[config.mk]
export PLATFORM = sky130hd
export DESIGN_NAME = ascon_aead128_arbiter
export DESIGN_NICKNAME = d
export VERILOG_FILES = /design/src/rtl/ascon_aead128_arbiter.sv
export SDC_FILE = /design/constraint.sdc
export NUM_CORES = 1
export LEC_CHECK = 0
export BUFFER_PORTS_ARGS = -buffer_cell sky130_fd_sc_hd__buf_2
export CORE_AREA = 2 2 647 649
export CTS_BUF_LIST = sky130_fd_sc_hd__clkbuf_8
export DETAILED_ROUTE_END_ITERATION = 8
export DIE_AREA = 0 0 649 651
export PLACE_DENSITY = 0.3
export SLEW_MARGIN = 10
export SYNTH_ARGS = -nofsm -noshare
export SYNTH_HDL_FRONTEND = slang
export SYNTH_SLANG_ARGS = --single-unit
[constraint.sdc]
create_clock -name clk -period 3.8 [get_ports clk]
set_input_delay 0.76 -clock clk [delete_from_list [all_inputs] [get_ports clk]]
set_output_delay 0.76 -clock clk [all_outputs]
set_load 0.1 [all_outputs]
[src/rtl/ascon_aead128_arbiter.sv]
// Round-robin arbiter that shares one ascon_aead128 core between n_ch requester streams.
// Input grants last for a whole message; an id FIFO routes output beats back in grant order.
module ascon_aead128_arbiter #(
  parameter int unsigned n_ch     = 2,
  parameter int unsigned l2_bw    = 3,
  parameter int unsigned l2_depth = 2,
  localparam int unsigned kw      = 128 / (1 << l2_bw)
) (
  input  logic                  clk,
  input  logic                  rst,
  input  logic [n_ch-1:0]       s_valid,
  output logic [n_ch-1:0]       s_ready,
  input  logic [n_ch-1:0]       s_last,
  input  logic [n_ch-1:0]       s_enc_decn,
  input  logic [128*n_ch-1:0]   s_data,
  input  logic [kw*n_ch-1:0]    s_keep,
  input  logic [128*n_ch-1:0]   s_key,
  input  logic [128*n_ch-1:0]   s_nonce,
  input  logic [n_ch-1:0]       s_ad,
  input  logic [n_ch-1:0]       s_p,
  output logic                  c_s_valid,
  output logic                  c_s_last,
  output logic                  c_s_enc_decn,
  output logic [127:0]          c_s_data,
  output logic [kw-1:0]         c_s_keep,
  output logic [127:0]          c_s_key,
  output logic [127:0]          c_s_nonce,
  output logic                  c_s_ad,
  output logic                  c_s_p,
  input  logic                  c_s_ready,
  input  logic                  c_m_valid,
  input  logic                  c_m_last,
  input  logic                  c_m_enc_decn,
  input  logic [127:0]          c_m_data,
  input  logic [kw-1:0]         c_m_keep,
  input  logic                  c_m_ad,
  input  logic                  c_m_p,
  input  logic                  c_m_t,
  output logic                  c_m_ready,
  output logic [n_ch-1:0]       m_valid,
  input  logic [n_ch-1:0]       m_ready,
  output logic [n_ch-1:0]       m_last,
  output logic [n_ch-1:0]       m_enc_decn,
  output logic [n_ch-1:0]       m_ad,
  output logic [n_ch-1:0]       m_p,
  output logic [n_ch-1:0]       m_t,
  output logic [128*n_ch-1:0]   m_data,
  output logic [kw*n_ch-1:0]    m_keep,
  output logic [l2_depth:0]     inflight
);

  localparam int unsigned Depth = 1 << l2_depth;
  localparam int unsigned IdW   = (n_ch > 1) ? $clog2(n_ch) : 1;

  typedef enum logic [0:0] {StIdle, StLock} state_e;

  state_e              state_q;
  logic [IdW-1:0]      grant_q;
  logic [IdW-1:0]      rr_q;
  logic [IdW-1:0]      fifo_q [Depth];
  logic [l2_depth-1:0] wptr_q;
  logic [l2_depth-1:0] rptr_q;
  logic [l2_depth:0]   count_q;

  logic                pick_found;
  logic [IdW-1:0]      pick_id;
  logic [IdW-1:0]      cand;
  logic [IdW-1:0]      head;
  logic                fifo_empty;
  logic                fifo_full;
  logic                push;
  logic                pop;
  logic                release_lock;

  // First requester at or after the round-robin pointer, wrapping.
  always_comb begin
    pick_found = 1'b0;
    pick_id    = '0;
    cand       = '0;
    for (int unsigned i = 0; i < n_ch; i++) begin
      cand = IdW'((32'(rr_q) + i) % n_ch);
      if (!pick_found && s_valid[cand]) begin
        pick_found = 1'b1;
        pick_id    = cand;
      end
    end
  end

  always_comb begin
    c_s_valid    = 1'b0;
    s_ready      = '0;
    c_s_last     = 1'b0;
    c_s_enc_decn = 1'b0;
    c_s_data     = '0;
    c_s_keep     = '0;
    c_s_key      = '0;
    c_s_nonce    = '0;
    c_s_ad       = 1'b0;
    c_s_p        = 1'b0;
    for (int unsigned i = 0; i < n_ch; i++) begin
      if (grant_q == IdW'(i)) begin
        c_s_last     = s_last[i];
        c_s_enc_decn = s_enc_decn[i];
        c_s_data     = s_data[128*i +: 128];
        c_s_keep     = s_keep[kw*i +: kw];
        c_s_key      = s_key[128*i +: 128];
        c_s_nonce    = s_nonce[128*i +: 128];
        c_s_ad       = s_ad[i];
        c_s_p        = s_p[i];
        if (state_q == StLock) begin
          c_s_valid  = s_valid[i];
          s_ready[i] = c_s_ready;
        end
      end
    end
  end

  assign head       = fifo_q[rptr_q];
  assign fifo_empty = (count_q == '0);
  assign fifo_full  = (count_q == (l2_depth+1)'(Depth));

  always_comb begin
    c_m_ready = 1'b0;
    m_valid   = '0;
    if (!fifo_empty) begin
      c_m_ready     = m_ready[head];
      m_valid[head] = c_m_valid;
    end
  end

  assign pop          = c_m_valid & c_m_ready & c_m_t & c_m_last;
  // A full FIFO still accepts a grant when the head tag leaves in the same cycle.
  assign push         = (state_q == StIdle) && pick_found && (!fifo_full || pop);
  assign release_lock = c_s_valid & c_s_ready & c_s_p & c_s_last;

  assign m_last     = {n_ch{c_m_last}};
  assign m_enc_decn = {n_ch{c_m_enc_decn}};
  assign m_ad       = {n_ch{c_m_ad}};
  assign m_p        = {n_ch{c_m_p}};
  assign m_t        = {n_ch{c_m_t}};
  assign m_data     = {n_ch{c_m_data}};
  assign m_keep     = {n_ch{c_m_keep}};
  assign inflight   = count_q;

  always_ff @(posedge clk) begin
    if (rst) begin
      state_q <= StIdle;
      grant_q <= '0;
      rr_q    <= '0;
      wptr_q  <= '0;
      rptr_q  <= '0;
      count_q <= '0;
    end else begin
      case (state_q)
        StIdle: begin
          if (push) begin
            grant_q <= pick_id;
            state_q <= StLock;
          end
        end
        StLock: begin
          if (release_lock) begin
            state_q <= StIdle;
            rr_q    <= (grant_q == IdW'(n_ch - 1)) ? '0 : grant_q + 1'b1;
          end
        end
      endcase
      if (push) wptr_q <= wptr_q + 1'b1;
      if (pop)  rptr_q <= rptr_q + 1'b1;
      if (push && !pop)      count_q <= count_q + 1'b1;
      else if (pop && !push) count_q <= count_q - 1'b1;
    end
  end

  always_ff @(posedge clk) begin
    if (push) fifo_q[wptr_q] <= pick_id;
  end

  a_hold_valid: assert property (@(posedge clk) disable iff (rst)
    (state_q == StLock && c_s_valid && !c_s_ready) |=> c_s_valid);

  a_no_orphan_out: assert property (@(posedge clk) disable iff (rst)
    c_m_valid |-> !fifo_empty);

endmodule

# Word-level counts from Yosys, hierarchy flattened
# Memory sizes are Yosys's and may differ from the RTL's. A register that Yosys moved wholly into a read port is not among the register bits.
# Index checks and enable logic that the tools add are counted.
totals:
  ramBits: 4
  mem_count: 1
  input_bits: 965
  ff_bits: 10
  out_inout_bits: 711
classes:
  n_bitwise: 8
  n_reduce_logical: 15
  order_cmp: 4
  mux: 38
  add_sub_neg: 6
  n_eq_ne: 1
mem_list:
  columns: ["memory", "depth", "word_bits", "read_ports", "rd_clocked_by_memory_dff", "wr", "line", "rtl"]
  rows:
  - ["fifo_q", 4, 1, 1, 1, 1, "60", "logic [IdW-1:0] fifo_q [Depth];"]
op_table:
  columns: ["op", "count"]
  rows:
  - ["$mux W128", 3]
  - ["$mux W1", 27]
  - ["$mux W16", 1]
  - ["$and A1 B1 Y1", 6]
  - ["$logic_and A1 B1 Y1", 6]
  - ["$lt A1 B2 Y1 const B", 3]
  - ["$mux W2", 3]
  - ["$mux W3", 2]
  - ["$add A2 B1 Y2 const B", 2]
  - ["$logic_not A1 Y1", 4]
  - ["$reduce_and A2 Y1", 2]
  - ["$add A3 B1 Y3 const B", 1]
  - ["$eq A3 B3 Y1 const B", 1]
  - ["$logic_not A3 Y1", 1]
  - ["$sub A3 B1 Y3 const B", 1]
  - ["$add A1 B1 Y1 const B", 2]
  - ["$and A2 B2 Y2", 1]
  - ["$pmux W1 S2", 1]
  - ["$reduce_bool A2 Y1", 1]
  - ["$demux W1 S1", 1]
  - ["$ge A1 B1 Y1 const B", 1]
  - ["$logic_or A1 B1 Y1", 1]
  - ["$not A1 Y1", 1]

# Logic depth before layout (Yosys ltp)
logic_depth:
  depth_word: 12
  mapped_depth: 10
  ltp_nobuf: 10

# Worst setup path after synthesis
# OpenSTA, ideal clock, no wires.
synth_timing:
  kind: "reg2out"
  from: "register count_q[0], in the netlist inflight[0]"
  to: "output port m_valid[0]"
  slack_ps: 443
  required_time_ps: 3040
  arrival_ps: 2597
  n_path_buf: 0
  stages_incl_launch_ff: 4
  path_cell_list: "dfxtp_1 > or3_1 > nand2_1 > nor2_1"
synth_via:
  elab_chain_len: 2
synth_rtl:
  columns: ["element", "line", "rtl"]
  rows:
  - ["start: declaration", "63", "logic [l2_depth:0] count_q;"]
  - ["start signal: assignment", "170", "if (push && !pop) count_q <= count_q + 1'b1;"]
  - ["start signal: assignment", "171", "else if (pop && !push) count_q <= count_q - 1'b1;"]
  - ["$logic_not A3 Y1", "119", "assign fifo_empty = (count_q == '0);"]
  - ["$mux W2", "125", "if (!fifo_empty) begin"]
  - ["end: declaration", "40", "output logic [n_ch-1:0] m_valid,"]
# No other way between the ends.

# Final worst setup path
layout_timing:
  from: "input port c_m_valid"
  to: "register count_q[2], in the netlist inflight[2]"
layout_via:
  elab_chain_len: 8
  elab_cells_between_ends: 11
  cone_classes: "1 x mux; 3 x bitwise; 7 x reduce/logical"
layout_rtl:
  columns: ["element", "line", "rtl"]
  rows:
  - ["start: declaration", "31", "input logic c_m_valid,"]
  - ["$and A1 B1 Y1 * (3 in series)", "131", "assign pop = c_m_valid & c_m_ready & c_m_t & c_m_last;"]
  - ["$logic_or A1 B1 Y1 *", "133", "assign push = (state_q == StIdle) && pick_found && (!fifo_full || pop);"]
  - ["$logic_and A1 B1 Y1 *", "133", null]
  - ["named net push", "71", "logic push;"]
  - ["$logic_not A1 Y1", "171", null]
  - ["$logic_and A1 B1 Y1", "171", null]
  - ["$reduce_bool A2 Y1 (no line)", null, null]
# Mark *: on every way through the listed nets, which the timed path passes. The rest lies on a longest branch.
# A chain may end at the register's enable or synchronous reset.

==> summary.md <==
| Metric | Value |
|---|---|
| Status | complete, no violations |
| Post-DP HPWL | 259,000 um |
| Slew margin rel. | approximately 41% |
| Final hold viol count | 0 |
| Io pins | 1,676 |
| Worst path bufs/invs | 3 |
| Power density cells | ~420 mW/mm^2 |
| Critical-path top delay cell | a211oi_1 |
| Root buffer cell | clkbuf_8 |
| Site Rows | 237 |
| #FFs+latches synth | 16 |
| Final period util | just over 80% |
| Sink Count | 16 |
| Cts hold-fix bufs | 0 |
| P_int | 1.88 mW |
| Avg Synthesized Cell Area | between 9 and 10 um^2 |
| Hold_ws | around 0.51 ns |
| Psw | 6.54 mW |
| Fraction of registers with async set/reset | 0% |
| Final ANT Viol Nets | 0 |
| Unrepaired setup endpoints after global routing | false |
| Maximum clock path buffer count | 2 |
| Via count | between 10,000 and 15,000 |
| Clock Latency Late Sink | roughly 0.25 ns |
| Post-Layout Cell Count | roughly 7,300 |
| CTS tree | yes |
| Post-Syn Instances | 832 |
| CTS resizes | 0 |
| Die ar. | roughly 0.42 mm^2 |
| Pin slew with the least headroom to its limit | approximately 0.88 ns |
| Final Wtd Congestion | between 1 and 1.5 |
| DR DRC count | 0 |
| Vias in the first global route | between 10,000 and 15,000 |
| Number of nets in the finished design | roughly 2,700 |
| Hold Crit Class | reg -> reg |
| Max cap viols | 0 |
| Router iterations before antenna repair | 4 |
| Yosys warns | 0 |
| Worst setup EP type | register |
| Dpl cell area | 0.0198 mm^2 |
| Leakage | ~7.2 nW |
| H-tree depth | 1 |
| Gate power share | 95.3% |
| Initial antenna violation count | ~320 |
| First-pass GRT wire length | just under 300,000 um |
| Register area share after synthesis | roughly 4.6% |
| Final setup viols | 0 |
| Largest net degree at the start of global routing | 44 |
| All-Layer GR Usage | about an eighth |
| Final Power | between 8 and 9 mW |
| Post-Syn Area | a little under 0.008 mm^2 |
| Design area | roughly 0.02 mm^2 |
| Die Y | between 600 and 700 um |
| Critical Path, Cell by Cell | buf_2 -> nand3_1 -> a211oi_1 -> o21ai_4 -> inv_2 -> ha_1 -> inv_1 -> fa_1 -> xor2_1 -> or3_1 -> a21oi_1 |
| CP Max Fanout | 7 |
| Area delta synth->final | 157% |
| Share of layout cells above drive strength 1 | a little over nine tenths |
| Detailed Route WL | 266,000 um |
| Synth unique cells | 37 |
| Grt ovf | 0 |
| Setup Buffers After CTS | 0 |
| VDD IR max | 0.000190 V |
| Final worst slack | 0.667 ns |
| Synth Flop Type | dfxtp_1 |
| Worst Path Required | 3.99 ns |
| Vias per std cell | roughly 1.7 |
| Pre-CTS setup slack | 0.267 ns |
| Sw Share | around 78% |
| Die width | between 600 and 700 um |
| Starting Density | under 10% |
| Crit path kind | in -> reg |
| DR iter-0 viols | 891 |
| Port bufs | 1,234 |
| Power share of the clock group | approximately 1.6% |
| Top cells by count, synth | mux2_2 (405), buf_4 (298), clkbuf_1 (41) |
| CTS clk-pin slew, worst paths | 0.07 ns |
| Pins Over Slew Limit | 0 |
| Crit path arrival time | around 3.3 ns |
| Top delay family on crit path | compound AO/OA/AOI/OAI gates |
| Fmax | 319 MHz |
| Fin crit period | roughly 3.1 ns |
| Inst Count DP | 7,244 |
| CP startpoint kind | input pin |
| Final core utilization | 4.84% |
| Area of the core | 0.415 mm^2 |
| EDFF count, synth | 4 |
| Synth top area share | between 50% and 60% |
| Part of the power in registers | under 10% |
| CP peak stage delay | about 0.51 ns |
| Setup TNS | 0 ns |
| DR WL/cell | between 30 and 40 um |
| Area leader, netlist | mux2_2 |
| CTS Buf Count | 3 |
| Area contributors post-synth | mux2_2 (58%), buf_4 (29%), dfxtp_1 (3.1%) |
| Clock Skew | 0.00243 ns |
| Syn_nets | 1,803 |
| Top-count cell post-synth | mux2_2 |
==> cell usage in the layout (no fill, tap or decap), types with 2 or more instances in the layout <==
cell type,instances
mux2_2,405
inv_1,9
mux2_4,2
clkbuf_8,3
buf_4,80
a21oi_1,5
nor2_1,7
o31ai_1,2
buf_2,1110
dfxtp_1,11
and2_2,5
or3_1,3
diode_2,87
o21ai_0,4
ha_1,5
edfxtp_1,4
and3_1,2
xor2_1,2
mux2i_1,3
buf_12,69
==> power groups by stage <==
stage | sequential (mW) | clock [mW] | combinational (mW)
after floorplan | 0.308 | 0 | 6.30
after global placement | 0.268 | 0 | 8.31
after detailed placement | 0.267 | 0 | 8.29
after CTS | 0.263 | 0.141 | 8.31
after global routing | 0.268 | 0.147 | 8.25
final | 0.259 | 0.134 | 8.02
==> layout make-up <==
type,instances,area (um^2)
diodes,87,218
clock buffers,3,41.3
clock inverters,1,3.75
fillers,49400,395000
inverters,10,37.5
multi-input cells,462,5010
flip-flops and latches,16,364
well taps,5497,6880
repair buffers,1259,7540
==> path summary, 6_finish.rpt <==
path                                   end              startpoint  slack, ns  depth (start not counted)
setup / recovery  inflight[2]$_SDFFE_PP0P_               c_m_valid       0.67                         11
hold / removal      rptr_q[1]$_SDFFE_PP0N_  rptr_q[1]$_SDFFE_PP0N_       0.51                          2
setup reg to reg  inflight[2]$_SDFFE_PP0P_     fifo_q[3]$_DFFE_PP_       1.06                          9
hold reg to reg     rptr_q[1]$_SDFFE_PP0N_  rptr_q[1]$_SDFFE_PP0N_       0.51                          2
==> metal layers <==
metal  GRT usage [%]  share of wire, %  up-vias
met2            20.7                47     1482
met5           0.532              0.59        -
met4            2.65               3.6      200
met3            8.69                16      692
met1            11.6                33     5269
li1                -                 -     4566
==> worst reg2reg max path: stages, from the launching register on <==
cell and delay [ns]:
edfxtp_1 0.36, mux4_2 0.55, mux2_4 0.37, or2b_1 0.17, ha_1 0.17, inv_1 0.06
fa_1 0.37, xor2_1 0.18, or3_1 0.31, a21oi_1 0.14
==> logic make-up after synthesis <==
group	Yosys count	share of synthesized area, %
AOI/OAI and AO/OA	16	1.41
xor gates and xnor gates	2	0.224
and+or+nand+nor	27	2.06
muxes	411	59.3
DFF	16	4.61
adders and majority gates	6	1.06
buffers and inverters	354	31.3
Note: power is estimated with default switching activity, not from simulation.
